$ cat src/rtl/vga_sync_gen.sv
// VGA timing generator: pixel-rate divider, horizontal/vertical scan
// counters and registered sync, blanking and coordinate outputs.
module vga_sync_gen #(
  parameter int CLK_DIV   = 4,
  parameter int H_DISPLAY = 640,
  parameter int H_FRONT   = 16,
  parameter int H_SYNC    = 96,
  parameter int H_BACK    = 48,
  parameter int V_DISPLAY = 480,
  parameter int V_FRONT   = 10,
  parameter int V_SYNC    = 2,
  parameter int V_BACK    = 33
) (
  input  logic       clk,
  input  logic       reset_n,
  input  logic       enable,
  output logic [9:0] pix_x,
  output logic [9:0] pix_y,
  output logic       hsync,
  output logic       vsync,
  output logic       video_on,
  output logic       pixel_tick,
  output logic       frame_start
);

  localparam int H_TOTAL = H_DISPLAY + H_FRONT + H_SYNC + H_BACK;
  localparam int V_TOTAL = V_DISPLAY + V_FRONT + V_SYNC + V_BACK;
  localparam int DIV_W   = (CLK_DIV > 1) ? $clog2(CLK_DIV) : 1;

  localparam logic [DIV_W-1:0] DIV_LAST = DIV_W'(CLK_DIV - 1);
  localparam logic [9:0]       H_LAST   = 10'(H_TOTAL - 1);
  localparam logic [9:0]       V_LAST   = 10'(V_TOTAL - 1);

  // True when val lies in [lo, lo+len-1].
  function automatic logic in_window(input logic [9:0] val, input int lo, input int len);
    return (int'(val) >= lo) && (int'(val) < lo + len);
  endfunction

  logic [DIV_W-1:0] div_cnt;
  logic             adv_p0;
  logic [9:0]       h_p0, v_p0;
  logic             hsync_p0, vsync_p0, video_p0;
  logic [9:0]       h_p1, v_p1;
  logic             hsync_p1, vsync_p1, video_p1;
  logic             tick_p1, frame_p1;

  // Stage p0: pixel-advance strobe, next scan position and its decode.
  always_comb begin
    adv_p0 = enable && (div_cnt == DIV_LAST);
    h_p0   = h_p1 + 10'd1;
    v_p0   = v_p1;
    if (h_p1 == H_LAST) begin
      h_p0 = '0;
      v_p0 = (v_p1 == V_LAST) ? '0 : v_p1 + 10'd1;
    end
    hsync_p0 = !in_window(h_p0, H_DISPLAY + H_FRONT, H_SYNC);
    vsync_p0 = !in_window(v_p0, V_DISPLAY + V_FRONT, V_SYNC);
    video_p0 = in_window(h_p0, 0, H_DISPLAY) && in_window(v_p0, 0, V_DISPLAY);
  end

  // Clock divider: counts system clocks within the current pixel.
  always_ff @(posedge clk or negedge reset_n) begin
    if (!reset_n) begin
      div_cnt <= '0;
    end else if (enable) begin
      div_cnt <= adv_p0 ? '0 : div_cnt + 1'b1;
    end
  end

  // Stage p1: scan position and level outputs, loaded together on each advance.
  // Reset parks on the last pixel of a frame so the first advance lands on (0,0).
  always_ff @(posedge clk or negedge reset_n) begin
    if (!reset_n) begin
      h_p1     <= H_LAST;
      v_p1     <= V_LAST;
      hsync_p1 <= 1'b1;
      vsync_p1 <= 1'b1;
      video_p1 <= 1'b0;
    end else if (adv_p0) begin
      h_p1     <= h_p0;
      v_p1     <= v_p0;
      hsync_p1 <= hsync_p0;
      vsync_p1 <= vsync_p0;
      video_p1 <= video_p0;
    end
  end

  // Stage p1: one-clock strobes marking a fresh pixel and the start of a frame.
  always_ff @(posedge clk or negedge reset_n) begin
    if (!reset_n) begin
      tick_p1  <= 1'b0;
      frame_p1 <= 1'b0;
    end else begin
      tick_p1  <= adv_p0;
      frame_p1 <= adv_p0 && (h_p0 == '0) && (v_p0 == '0);
    end
  end

  assign pix_x    = h_p1;
  assign pix_y    = v_p1;
  assign hsync    = hsync_p1;
  assign vsync    = vsync_p1;
  assign video_on = video_p1;
  // Strobes are masked by enable so a paused generator never reports a new pixel.
  assign pixel_tick  = tick_p1 & enable;
  assign frame_start = frame_p1 & enable;

endmodule

$ cat config.mk
export PLATFORM = sky130hd
export DESIGN_NAME = vga_sync_gen
export DESIGN_NICKNAME = d
export VERILOG_FILES = /design/src/rtl/vga_sync_gen.sv
export SDC_FILE = /design/constraint.sdc
export NUM_CORES = 1
export LEC_CHECK = 0
export BUFFER_PORTS_ARGS = -buffer_cell sky130_fd_sc_hd__buf_2
export CORE_MARGIN = 2
export CORE_UTILIZATION = 35
export CTS_CLUSTER_DIAMETER = 80
export DETAILED_ROUTE_END_ITERATION = 10
export MAX_ROUTING_LAYER = met4
export PLACE_DENSITY_LB_ADDON = 0.2
export SLEW_MARGIN = 20
export SYNTH_ARGS = -nofsm -noshare
export SYNTH_HDL_FRONTEND = slang
export SYNTH_SLANG_ARGS = --single-unit
$ cat constraint.sdc
create_clock -name clk -period 5.6 [get_ports clk]
set_input_delay 0.84 -clock clk [delete_from_list [all_inputs] [get_ports clk]]
set_output_delay 0.84 -clock clk [all_outputs]
set_load 0.01 [all_outputs]
# Word level (Yosys, flattened, before mapping)
# Cells that the tools add are included.
[classes]
reduce_logical = 10
addsub = 3
n_eq_ne = 3
n_bitwise = 2
mux = 4
n_lt_le_gt_ge = 6
[op_table]
columns = ["op", "count"]
rows = [
  ["2-to-1 mux 10 bit", 3],
  ["adder 10 x 1 -> 10 bit (second input constant)", 2],
  ["== test 10 bit (second input constant)", 2],
  ["zero test 10 bit", 2],
  ["< comparator 10 bit (second input constant)", 2],
  ["< comparator 10 x 9 -> 1 bit (second input constant)", 2],
  [">= comparator 10 bit (second input constant)", 1],
  [">= comparator 10 x 9 -> 1 bit (second input constant)", 1],
  ["logical AND 1 bit", 6],
  ["adder 2 x 1 -> 2 bit (second input constant)", 1],
  ["AND 1 bit", 2],
  ["== test 2 bit (second input constant)", 1],
  ["zero test 1 bit", 2],
  ["2-to-1 mux 2 bit", 1],
]
[totals]
word_cells = 36
register_bits = 27

# Logic depth before layout (Yosys ltp)
# Gate-level depths: netlist of run 1.
[depth]
depth_word = 6
ltp_mapped = 9

# Worst setup path after synthesis of run 1
# No wires, ideal clock.
[synth_path]
kind = "register -> register"
from = "reg h_p1[0], in the netlist pix_x[0]"
to = "reg frame_p1"
n_path_buf = 2
slack_ns = 3.076
arrival_time_ns = 2.429
setup_time_ns = 0.096
stages_incl_launch_ff = 10
cell_sequence = "dfstp_2 -> ha_1 -> buf_2 -> nand4_4 -> nor3_4 -> buf_6 -> nand4_4 -> mux2_4 -> or3_1 -> nor4_2"
[synth_via]
elab_chain_cells = 5
elab_cells_between_ends = 8
[synth_rtl]
columns = ["element", "line_no", "rtl"]
rows = [
  ["from (decl)", "43", "logic [9:0] h_p1, v_p1;"],
  ["from (signal assigned)", "80", "h_p1 <= h_p0;"],
  ["adder 10 x 1 -> 10 bit or == test 10 bit (tied branches)", "50, 52", ""],
  ["2-to-1 mux 10 bit", "52", "if (h_p1 == H_LAST) begin"],
  ["zero test 10 bit", "95", "frame_p1 <= adv_p0 && (h_p0 == '0) && (v_p0 == '0);"],
  ["logical AND 1 bit", "95", ""],
  ["logical AND 1 bit (*)", "95", ""],
  ["to (signal assigned)", "95", ""],
  ["to (decl)", "45", "logic tick_p1, frame_p1;"],
]
# Mark *: on every way between the ends. The rest lies on a longest branch, timed or not.
# A chain may end at the register's enable or synchronous reset.

# Worst setup path after layout of run 1
[layout_path]
from = "reg h_p1[0], in the netlist pix_x[0]"
to = "reg vsync_p1, in the netlist vsync"
[layout_via]
elab_chain_cells = 5
elab_cells_between_ends = 6
[layout_rtl]
columns = ["element", "line_no", "rtl"]
rows = [
  ["== test 10 bit (*)", "52", ""],
  ["2-to-1 mux 10 bit (*)", "52", ""],
  [">= comparator 10 x 9 -> 1 bit or < comparator 10 x 9 -> 1 bit (tied branches)", "36", "return (int'(val) >= lo) && (int'(val) < lo + len);"],
  ["logical AND 1 bit (*)", "36", ""],
  ["zero test 1 bit (*)", "57", "vsync_p0 = !in_window(v_p0, V_DISPLAY + V_FRONT, V_SYNC);"],
  ["to (signal assigned)", "83", "vsync_p1 <= vsync_p0;"],
  ["to (decl)", "44", "logic hsync_p1, vsync_p1, video_p1;"],
]
# Marks and branches as above.

==> metrics.md, run 1 <==
| Metric | Value |
|---|---|
| H-tree Lvls | `1` |
| Mapped Area | `1960 µm²` |
| CP max stage cell | `dfstp_2` |
| Routability Congestion | `0.828` |
| Critical path launch point | `pix_x[0]` |
| CP Launch Type | `register` |
| Reg-to-Reg Start | `pix_x[0]` |
| Period utilisation layout | `51.5%` |
| Place WS | `2.61 ns` |
| Flop pwr share | `54.1%` |
| Synthesis-stage register bit count | `27` |
| Commonest non-fill, non-tap cell in the layout | `nand2_1` |
| Slew Viols, Final | `0` |
| FF-to-FF path depth | `7` |
| Worst r2r dst | `vsync` |
| Clk pwr share | `22.8%` |
| Final hold slack | `0.505 ns` |
| Die H | `78.9 µm` |
| Drt first pass iters | `4` |
| CP Data Required Time | `5.81 ns` |
| Mean Syn Cell Area | `8.88 µm²` |
| First-pass GRT wire length | `7.67 mm` |
| Setup Buffers After CTS | `0` |
| Antenna fix cells | `0` |
| Kind of critical path | `register to register` |
| Crit. path cell count | `7` |
| Clock transition at path regs | `0.10 ns` |
| Vias in the first global route | `1515` |
| Routed WL | `4.61 mm` |
| Syn. warnings | `0` |
| HP Class | `register to register` |
| Internal Pwr Total | `0.000333 W` |
| Sequential fraction of the synthesis area | `35.2%` |
| Longest Clk Path Bufs | `2` |
| Worst path cell trace | `ha_1, nand4_4, nor3_4, nand2_1, xor2_1, or4_1, o32a_1` |
| Element type at the critical path end | `register` |
| P&R area growth vs syn | `8.10%` |
| Pwr Density | `238 nW/µm²` |
| DP Area | `2070 µm²` |
| Tot GR Track Use | `15.9%` |
| Core ar. | `5470 µm²` |
| Die area | `6220 µm²` |
| Crit path buf inv count | `0` |
| Post-route setup TNS | `0 ns` |
| MaxCap Viol Count | `0` |
| Hold Path Cell Cnt | `1` |
| Synthesized instance count | `221` |
| Synth Net Count | `229` |
| Largest net degree at the start of global routing | `28` |
| Yosys top cell by area | `dfrtp_1` |
| Status | `finished clean` |
| # hold bufs at CTS | `0` |
| R2r setup slk | `2.72 ns` |
| Primary FF master, synth | `dfrtp_1` |
| Synth top area share | `19.1%` |
| Drt wl/cell | `15.1 µm` |
| DRC violations left | `0` |
| Number of fill cells | `582` |
| Grt total ovfl | `0` |
| Clk root buf | `clkbuf_8` |
| Max-Slew Margin vs Limit | `51.2%` |
| Clk_skew | `0.00765 ns` |
| Total power | `0.000504 W` |
| Post-CTS resize count | `0` |
| FFs w/ async S/R, synth | `100%` |
| Share of cells above drive strength 1 | `26.2%` |
| Rows | `27` |
| HPWL Detailed | `3.29 mm` |
| Post-layout instance area | `2120 µm²` |
| Worst path top cell family by delay | `simple AND/OR/NAND/NOR gates` |
| CP max stage delay | `0.61 ns` |
| Clock sinks | `27` |
| Setup ws final | `2.72 ns` |
| Area occupied by multi-input gates | `1140 µm²` |
| Port Buffer Count | `27` |
| Final min period | `2.88 ns` |
| Peak VDD IR | `0.0990 mV` |
| Skew-Pair Late Insertion Delay | `0.28 ns` |
| Setup Viol. Count Final | `0` |
| DR iter-0 viols | `128` |
| IO Count | `28` |
| Critical Path AT | `3.10 ns` |
| Nets | `242` |
| P_sw | `0.000171 W` |
| Seq. cell area | `691 µm²` |
| Vias/cell | `5.37` |
| EDFF count, synth | `0` |
| RSZ-0062 raised after global routing | `no` |
| Max Freq | `347 MHz` |
| Final Hold Vio Count | `0` |
| Critical Path Sink | `vsync` |
| Top cells by area, synth | `dfrtp_1, dfstp_2, nand2_1` |
| Pleak | `0.815 nW` |
| Num CTS Buffers | `3` |
| Worst Max-Slew Pin Slew | `0.725 ns` |
| Most frequent cells in the layout | `nand2_1, buf_2, dfrtp_1` |
| Starting Density | `35.8%` |
| Die width | `78.9 µm` |
| Unique masters post-synth | `58` |
| Crit path max fanout | `11` |
| Vias | `1639` |
| Final ANT Viol Nets | `0` |
| Comb pwr share | `23.1%` |
| Switch share | `33.9%` |
| TritonCTS clock tree | `yes` |
| Antenna violations before repair | `0` |
-- worst reg2reg max path, stage by stage, from the launching register on --
cell,delay (ns)
dfstp_2,0.61
ha_1,0.34
nand4_4,0.23
nor3_4,0.50
nand2_1,0.12
xor2_1,0.17
or4_1,0.54
o32a_1,0.31
-- kinds of logic (layout without fill, tap and decap cells) --
group,Yosys count,count (layout),share of synthesized area [%]
AOI/OAI and AO/OA,50,50,16.9
buffers and inverters,23,35,6.50
and+or+nand+nor,97,97,29.2
xor gates and xnor gates,16,16,7.14
adders and majority gates,5,5,3.19
muxes,3,3,1.85
DFF,27,27,35.2
-- registers in the layout, summed over array words and instances, names as in the netlist --
| name | count |
|---|---|
| pix_y | 10 |
| hsync | 1 |
| video_on | 1 |
| vsync | 1 |
| div_cnt | 2 |
| tick_p1 | 1 |
| pix_x | 10 |
| frame_p1 | 1 |
-- routing by layer --
layer | GRT usage, % | vias to the layer above | wire, µm
li1 | - | 820 | -
met1 | 22.6 | 783 | 2350
met2 | 23.9 | 30 | 2070
met3 | 1.93 | 6 | 129
met4 | 4.48 | 0 | 57
met5 | - | - | 0
-- cell type report --
type,instances,area share [%]
Multi-Input combinational cell,171,53.9
Sequential cell,27,32.6
Timing Repair Buffer,27,6.37
Tap cell,72,4.25
Clock buffer,3,1.95
Inverter,4,0.708
Clock inverter,1,0.236
-- Yosys cell counts, types with 2 or more instances --
library cell / n
xnor2_1: 13
nand3_1: 10
a21oi_1: 7
or3_1: 4
o211ai_1: 3
buf_6: 5
nand4_4: 2
xor2_1: 3
and2_2: 2
inv_1: 4
nand4b_1: 2
nand2_1: 36
nor2_1: 11
nor3_1: 3
buf_2: 3
dfstp_2: 12
nand2b_1: 4
a31oi_1: 7
buf_1: 2
ha_1: 5
clkbuf_1: 9
nor4_2: 2
o21ai_0: 12
o31ai_1: 8
and2_1: 2
dfrtp_1: 15
nand4_1: 4
-- metrics by stage --
step / instances / util [%]
detailed placement: 301 / 37.9
finish: 305 / 38.8
global route: 305 / 38.8
floorplan: 221 / -
global placement: 301 / 37.9
CTS: 305 / 38.8
-- power by group through the flow --
stage | combinational, W | clock (W) | sequential (W)
finish | 0.000116 | 0.000115 | 0.000273
detailed placement | 0.000118 | 0 | 0.000276
global route | 0.000134 | 0.000130 | 0.000280
CTS | 0.000118 | 0.000122 | 0.000273
floorplan | 0.0000897 | 0 | 0.000263
global placement | 0.000116 | 0 | 0.000276
-- worst min-delay path by stage --
stage / startpoint / to
2_1_floorplan: div_cnt[0] / div_cnt[0]
3_3_place_gp: pix_x[9] / pix_x[9]
3_5_place_dp: video_on / video_on
4_1_cts: hsync / hsync
5_1_grt: hsync / hsync
6_report: video_on / video_on
(Power assumes the default switching activity.)
==> inputs of run 2 (changes only) <==
Clock period 5.6 ns to 2.3 ns, I/O delays scaled along.
==> run 2 against run 1 <==
Count of clock-buffer cells in the layout grew 1; critical endpoint is now video_on; highest routed layer unchanged; maximum frequency grew 29%; critical path depth did not move.
==> metrics.md, run 2 (synthesis gave the netlist of run 1 again) <==
| Metric | Value |
|---|---|
| RSZ-0062 raised after global routing | `yes (was no)` |
| Port Buffer Count | `27 (unchanged)` |
| Nets | `274 (was 242)` |
| Final min period | `2.23 ns (was 2.88 ns)` |
| Seq. cell area | `691 µm² (unchanged)` |
| Routability Congestion | `0.858 (was 0.828)` |
| Final Hold Vio Count | `0 (unchanged)` |
| Tot GR Track Use | `17.1% (was 15.9%)` |
| Rows | `27 (unchanged)` |
| CP Launch Type | `register (unchanged)` |
| MaxCap Viol Count | `0 (unchanged)` |
| # hold bufs at CTS | `0 (unchanged)` |
| HPWL Detailed | `3.69 mm (was 3.29 mm)` |
| Core ar. | `5470 µm² (unchanged)` |
| Setup ws final | `0.0681 ns (was 2.72 ns)` |
| Max Freq | `448 MHz (was 347 MHz)` |
| Total power | `0.00131 W (was 0.000504 W)` |
| Antenna violations before repair | `0 (unchanged)` |
| Worst path cell trace | `ha_4, nand4_4, nor3_4, nand2_1, xor2_1, or4_4, a32o_1 (was ha_1, nand4_4, nor3_4, nand2_1, xor2_1, or4_1, o32a_1)` |
| Max-Slew Margin vs Limit | `56.5% (was 51.2%)` |
| Most frequent cells in the layout | `nand2_1, buf_4, buf_2 (was nand2_1, buf_2, dfrtp_1)` |
| DR iter-0 viols | `87 (was 128)` |
| Die width | `78.9 µm (unchanged)` |
| Pwr Density | `548 nW/µm² (was 238 nW/µm²)` |
| Num CTS Buffers | `3 (unchanged)` |
| Clk root buf | `clkbuf_8 (unchanged)` |
| Clock transition at path regs | `0.10 ns (about the same)` |
| CP max stage delay | `0.57 ns (was 0.61 ns)` |
| Drt first pass iters | `4 (unchanged)` |
| Setup Viol. Count Final | `0 (unchanged)` |
| Worst Max-Slew Pin Slew | `0.653 ns (was 0.725 ns)` |
| Slew Viols, Final | `0 (unchanged)` |
| Skew-Pair Late Insertion Delay | `0.28 ns (about the same)` |
| First-pass GRT wire length | `8.25 mm (was 7.67 mm)` |
| Share of cells above drive strength 1 | `36.6% (was 26.2%)` |
| Final core utilization | `43.7% (was 38.8%)` |
| Place WS | `0.0600 ns (was 2.61 ns)` |
| Period utilisation layout | `97.0% (was 51.5%)` |
| Peak VDD IR | `0.309 mV (was 0.0990 mV)` |
| Reg-to-Reg Start | `pix_x[1] (was pix_x[0])` |
| Largest net degree at the start of global routing | `28 (unchanged)` |
| Vias | `1751 (was 1639)` |
| Commonest non-fill, non-tap cell in the layout | `nand2_1 (unchanged)` |
| Final ANT Viol Nets | `0 (unchanged)` |
| Status | `finished clean (unchanged)` |
| Final hold slack | `0.0860 ns (was 0.505 ns)` |
| H-tree Lvls | `1 (unchanged)` |
| Vias/cell | `5.20 (was 5.37)` |
| Die area | `6220 µm² (unchanged)` |
| P&R area growth vs syn | `22.0% (was 8.10%)` |
| TritonCTS clock tree | `yes (unchanged)` |
| Vias in the first global route | `1636 (was 1515)` |
| Crit path max fanout | `4 (was 11)` |
| Drt wl/cell | `14.9 µm (was 15.1 µm)` |
| Longest Clk Path Bufs | `2 (unchanged)` |
| HP Class | `input pin to async pin (was register to register)` |
| Starting Density | `35.8% (unchanged)` |
| Grt total ovfl | `0 (unchanged)` |
| Pleak | `0.980 nW (was 0.815 nW)` |
| Number of fill cells | `587 (was 582)` |
| FF-to-FF path depth | `7 (unchanged)` |
| Area occupied by multi-input gates | `1170 µm² (was 1140 µm²)` |
| Antenna fix cells | `0 (unchanged)` |
| IO Count | `28 (unchanged)` |
| Routed WL | `5.03 mm (was 4.61 mm)` |
| Clock sinks | `27 (unchanged)` |
| CP Data Required Time | `2.47 ns (was 5.81 ns)` |
| CP max stage cell | `dfstp_2 (unchanged)` |
| Kind of critical path | `register to register (unchanged)` |
| R2r setup slk | `0.07 ns (was 2.72 ns)` |
| Clk_skew | `0.00763 ns (was 0.00765 ns)` |
| Die H | `78.9 µm (unchanged)` |
| DRC violations left | `0 (unchanged)` |
| Worst r2r dst | `video_on (was vsync)` |
| Critical Path AT | `2.40 ns (was 3.10 ns)` |
| Element type at the critical path end | `register (unchanged)` |
[run 2: power by group]
part	leakage, nW	internal, W	switching [W]
Combinational	0.635	0.000188	0.000227
Sequential	0.322	0.000563	0.0000492
Clock	0.0228	0.000124	0.000160
[run 2: area by class of cell]
class | instances | area share, %
tap | 72 | 3.76
timing repair buffer | 59 | 15.8
clock buffer | 4 | 1.88
inverter | 4 | 0.627
multi-input combinational | 171 | 49.0
sequential | 27 | 28.9
[run 2: critical path: cells and delay by family (launching register included)]
family,cells,cell delay [ns]
AO/OA/AOI/OAI,1,0.25
XOR/XNOR,1,0.17
AND/OR/NAND/NOR,4,0.99
flip-flops,1,0.57
adder cells (fa/ha/maj),1,0.15
[run 2: through the flow]
stage | cell area, µm² | TNS (ns) | cells
2_1_floorplan | 1990 | -0.144 | 221
3_3_place_gp | 2290 | 0 | 328
3_5_place_dp | 2290 | 0 | 328
4_1_cts | 2340 | 0 | 332
5_1_grt | 2390 | -0.0456 | 337
6_report | 2390 | 0 | 337
[run 2: worst max-delay path by stage]
| stage | startpoint | to | cells past startpoint |
|---|---|---|---|
| floorplan | pix_x[1] | vsync | 8 |
| global placement | pix_x[1] | frame_p1 | 8 |
| detailed placement | pix_x[1] | frame_p1 | 8 |
| CTS | pix_x[1] | frame_p1 | 8 |
| global route | pix_y[9] | vsync | 7 |
| finish | pix_x[1] | video_on | 7 |
[run 2: layer usage]
| metal | global-route usage (%) | wire [µm] |
|---|---|---|
| met3 | 1.93 | 136 |
| met2 | 26.7 | 2290 |
| met5 | - | 0 |
| met4 | 3.62 | 36 |
| met1 | 24.1 | 2570 |
[run 2: what timing repair did]
item / in CTS / in global routing
setup buffers: 0 / 5
gates resized for setup: 0 / 4
endpoints found under the setup margin: 0 / 3
==> inputs of run 3 (changes only) <==
Settings changed: CORE_UTILIZATION 35 to 54, CTS_BUF_LIST from default to sky130_fd_sc_hd__clkbuf_4 sky130_fd_sc_hd__clkbuf_8, CTS_CLUSTER_SIZE from default to 14.
==> run 3 against run 2 <==
The flow now finishes with violations (hold timing); non-clock buffer count grew 1; core utilization grew 25 points; maximum frequency grew 0.33%; hold slack lost 0.091 ns; cell area shrank 2.0%; sequential cell count is the same; critical path type unchanged; register-to-register slack is essentially flat; critical endpoint unchanged; global-route usage grew 8.8 points; clock power shrank 22%; critical path depth is the same.
==> metrics.md, run 3 (synthesis gave the netlist of run 1 again) <==
| Metric | Value |
|---|---|
| Status | `finished with violations (was finished clean)` |
| Violated checks | `hold timing` |
| CP Launch Type | `register (unchanged)` |
| Vias in the first global route | `1738 (was 1636)` |
| Peak VDD IR | `0.587 mV (was 0.309 mV)` |
| Grt total ovfl | `0 (unchanged)` |
| Commonest non-fill, non-tap cell in the layout | `nand2_1 (unchanged)` |
| Longest Clk Path Bufs | `2 (unchanged)` |
| Tot GR Track Use | `25.9% (was 17.1%)` |
| Clk root buf | `clkbuf_4 (was clkbuf_8)` |
| DR iter-0 viols | `136 (was 87)` |
| Core ar. | `3420 µm² (was 5470 µm²)` |
| Pwr Density | `536 nW/µm² (was 548 nW/µm²)` |
| Final core utilization | `68.6% (was 43.7%)` |
| Setup ws final | `0.0754 ns (was 0.0681 ns)` |
| Die area | `4130 µm² (was 6220 µm²)` |
| FF-to-FF path depth | `7 (unchanged)` |
| Worst Max-Slew Pin Slew | `0.605 ns (was 0.653 ns)` |
| Share of cells above drive strength 1 | `36.8% (was 36.6%)` |
| Reg-to-Reg Start | `pix_x[1] (unchanged)` |
| Clock sinks | `27 (unchanged)` |
| Setup Viol. Count Final | `0 (unchanged)` |
| Crit path max fanout | `5 (was 4)` |
| R2r setup slk | `0.08 ns (was 0.07 ns)` |
| Final hold slack | `-0.00460 ns (was 0.0860 ns)` |
| Pleak | `0.977 nW (was 0.980 nW)` |
| Element type at the critical path end | `register (unchanged)` |
| Routability Congestion | `0.954 (was 0.858)` |
| Critical Path Sink | `video_on (unchanged)` |
| CP Data Required Time | `2.53 ns (was 2.47 ns)` |
| TritonCTS clock tree | `yes (unchanged)` |
| Antenna fix cells | `0 (unchanged)` |
| Skew-Pair Late Insertion Delay | `0.33 ns (was 0.28 ns)` |
| Drt first pass iters | `4 (unchanged)` |
| Period utilisation layout | `96.7% (was 97.0%)` |
| Total power | `0.00126 W (was 0.00131 W)` |
| DRC violations left | `0 (unchanged)` |
| Most frequent cells in the layout | `nand2_1, buf_4, buf_2 (unchanged)` |
| Rows | `21 (was 27)` |
| Critical path launch point | `pix_x[1] (unchanged)` |
| Num CTS Buffers | `3 (unchanged)` |
| Vias | `1859 (was 1751)` |
| P&R area growth vs syn | `19.5% (was 22.0%)` |
| HP Class | `input pin to async pin (unchanged)` |
| Worst r2r dst | `video_on (unchanged)` |
| Clk_skew | `0.00685 ns (was 0.00763 ns)` |
| Critical Path AT | `2.46 ns (was 2.40 ns)` |
| RSZ-0062 raised after global routing | `yes (unchanged)` |
| First-pass GRT wire length | `8.24 mm (was 8.25 mm)` |
| Starting Density | `57.4% (was 35.8%)` |
| Place WS | `0.00450 ns (was 0.0600 ns)` |
| Max-Slew Margin vs Limit | `59.7% (was 56.5%)` |
| Kind of critical path | `register to register (unchanged)` |
| Die width | `64.3 µm (was 78.9 µm)` |
| Final ANT Viol Nets | `0 (unchanged)` |
| Final Hold Vio Count | `5 (was 0)` |
| MaxCap Viol Count | `0 (unchanged)` |
| Antenna violations before repair | `0 (unchanged)` |
| Max Freq | `450 MHz (was 448 MHz)` |
| HPWL Detailed | `3.54 mm (was 3.69 mm)` |
| Routed WL | `4.75 mm (was 5.03 mm)` |
| Port Buffer Count | `27 (unchanged)` |
| Clock transition at path regs | `0.14 ns (was 0.10 ns)` |
| Fin cells | `312 (was 337)` |
| IO Count | `28 (unchanged)` |
| Die H | `64.3 µm (was 78.9 µm)` |
| Vias/cell | `5.96 (was 5.20)` |
| Slew Viols, Final | `0 (unchanged)` |
| Cells after DPL | `304 (was 328)` |
| Drt wl/cell | `15.2 µm (was 14.9 µm)` |
| # hold bufs at CTS | `0 (unchanged)` |
| Final min period | `2.22 ns (was 2.23 ns)` |
| Nets | `275 (was 274)` |
| H-tree Lvls | `1 (unchanged)` |
| Largest net degree at the start of global routing | `28 (unchanged)` |
## run 3: cell type report
class,count,area [µm²]
Clock buffer,4,30.0
Fill cell,292,1070
Inverter,4,15.0
Multi-Input combinational cell,171,1170
Sequential cell,27,691
Tap cell,46,57.6
Timing Repair Buffer,60,383
## run 3: how the worst min path moves through the flow
stage | to | startpoint
global route | tick_p1 | reset_n
CTS | tick_p1 | reset_n
finish | tick_p1 | reset_n
floorplan | div_cnt[0] | reset_n
global placement | div_cnt[0] | reset_n
detailed placement | div_cnt[0] | reset_n
## run 3: where the power goes
group,internal (W),total [W],switching [W]
clock network,0.0000800,0.000222,0.000142
logic,0.000190,0.000421,0.000232
registers,0.000563,0.000613,0.0000505
## run 3: worst max-delay path: stages (launching register included)
cell and delay [ns]:
dfstp_2 0.58, ha_4 0.15, nand4_4 0.12, or3_4 0.39, a21oi_2 0.11, a21oi_1 0.08, or4_4 0.43, a32o_1 0.26
## run 3: what timing repair did
action | in CTS | in global routing
buffers inserted | 2 | 2
gates resized for setup | 1 | 1
endpoints found under the setup margin | 2 | 3
pin swaps | 1 | 4
## run 3: stage by stage
| stage | instance area [µm²] | setup TNS [ns] |
|---|---|---|
| 4_1_cts | 2320 | 0 |
| 2_1_floorplan | 1990 | -0.144 |
| 3_5_place_dp | 2280 | 0 |
| 5_1_grt | 2340 | -0.0958 |
| 6_report | 2340 | 0 |
| 3_3_place_gp | 2280 | 0 |
## run 3: per-layer routing
layer	track usage, %	vias up	part of all wire [%]
met1	35.8	886	44
li1	-	877	-
met4	10.1	0	2.4
met3	3.70	12	7.7
met5	-	-	0
met2	38.4	84	46
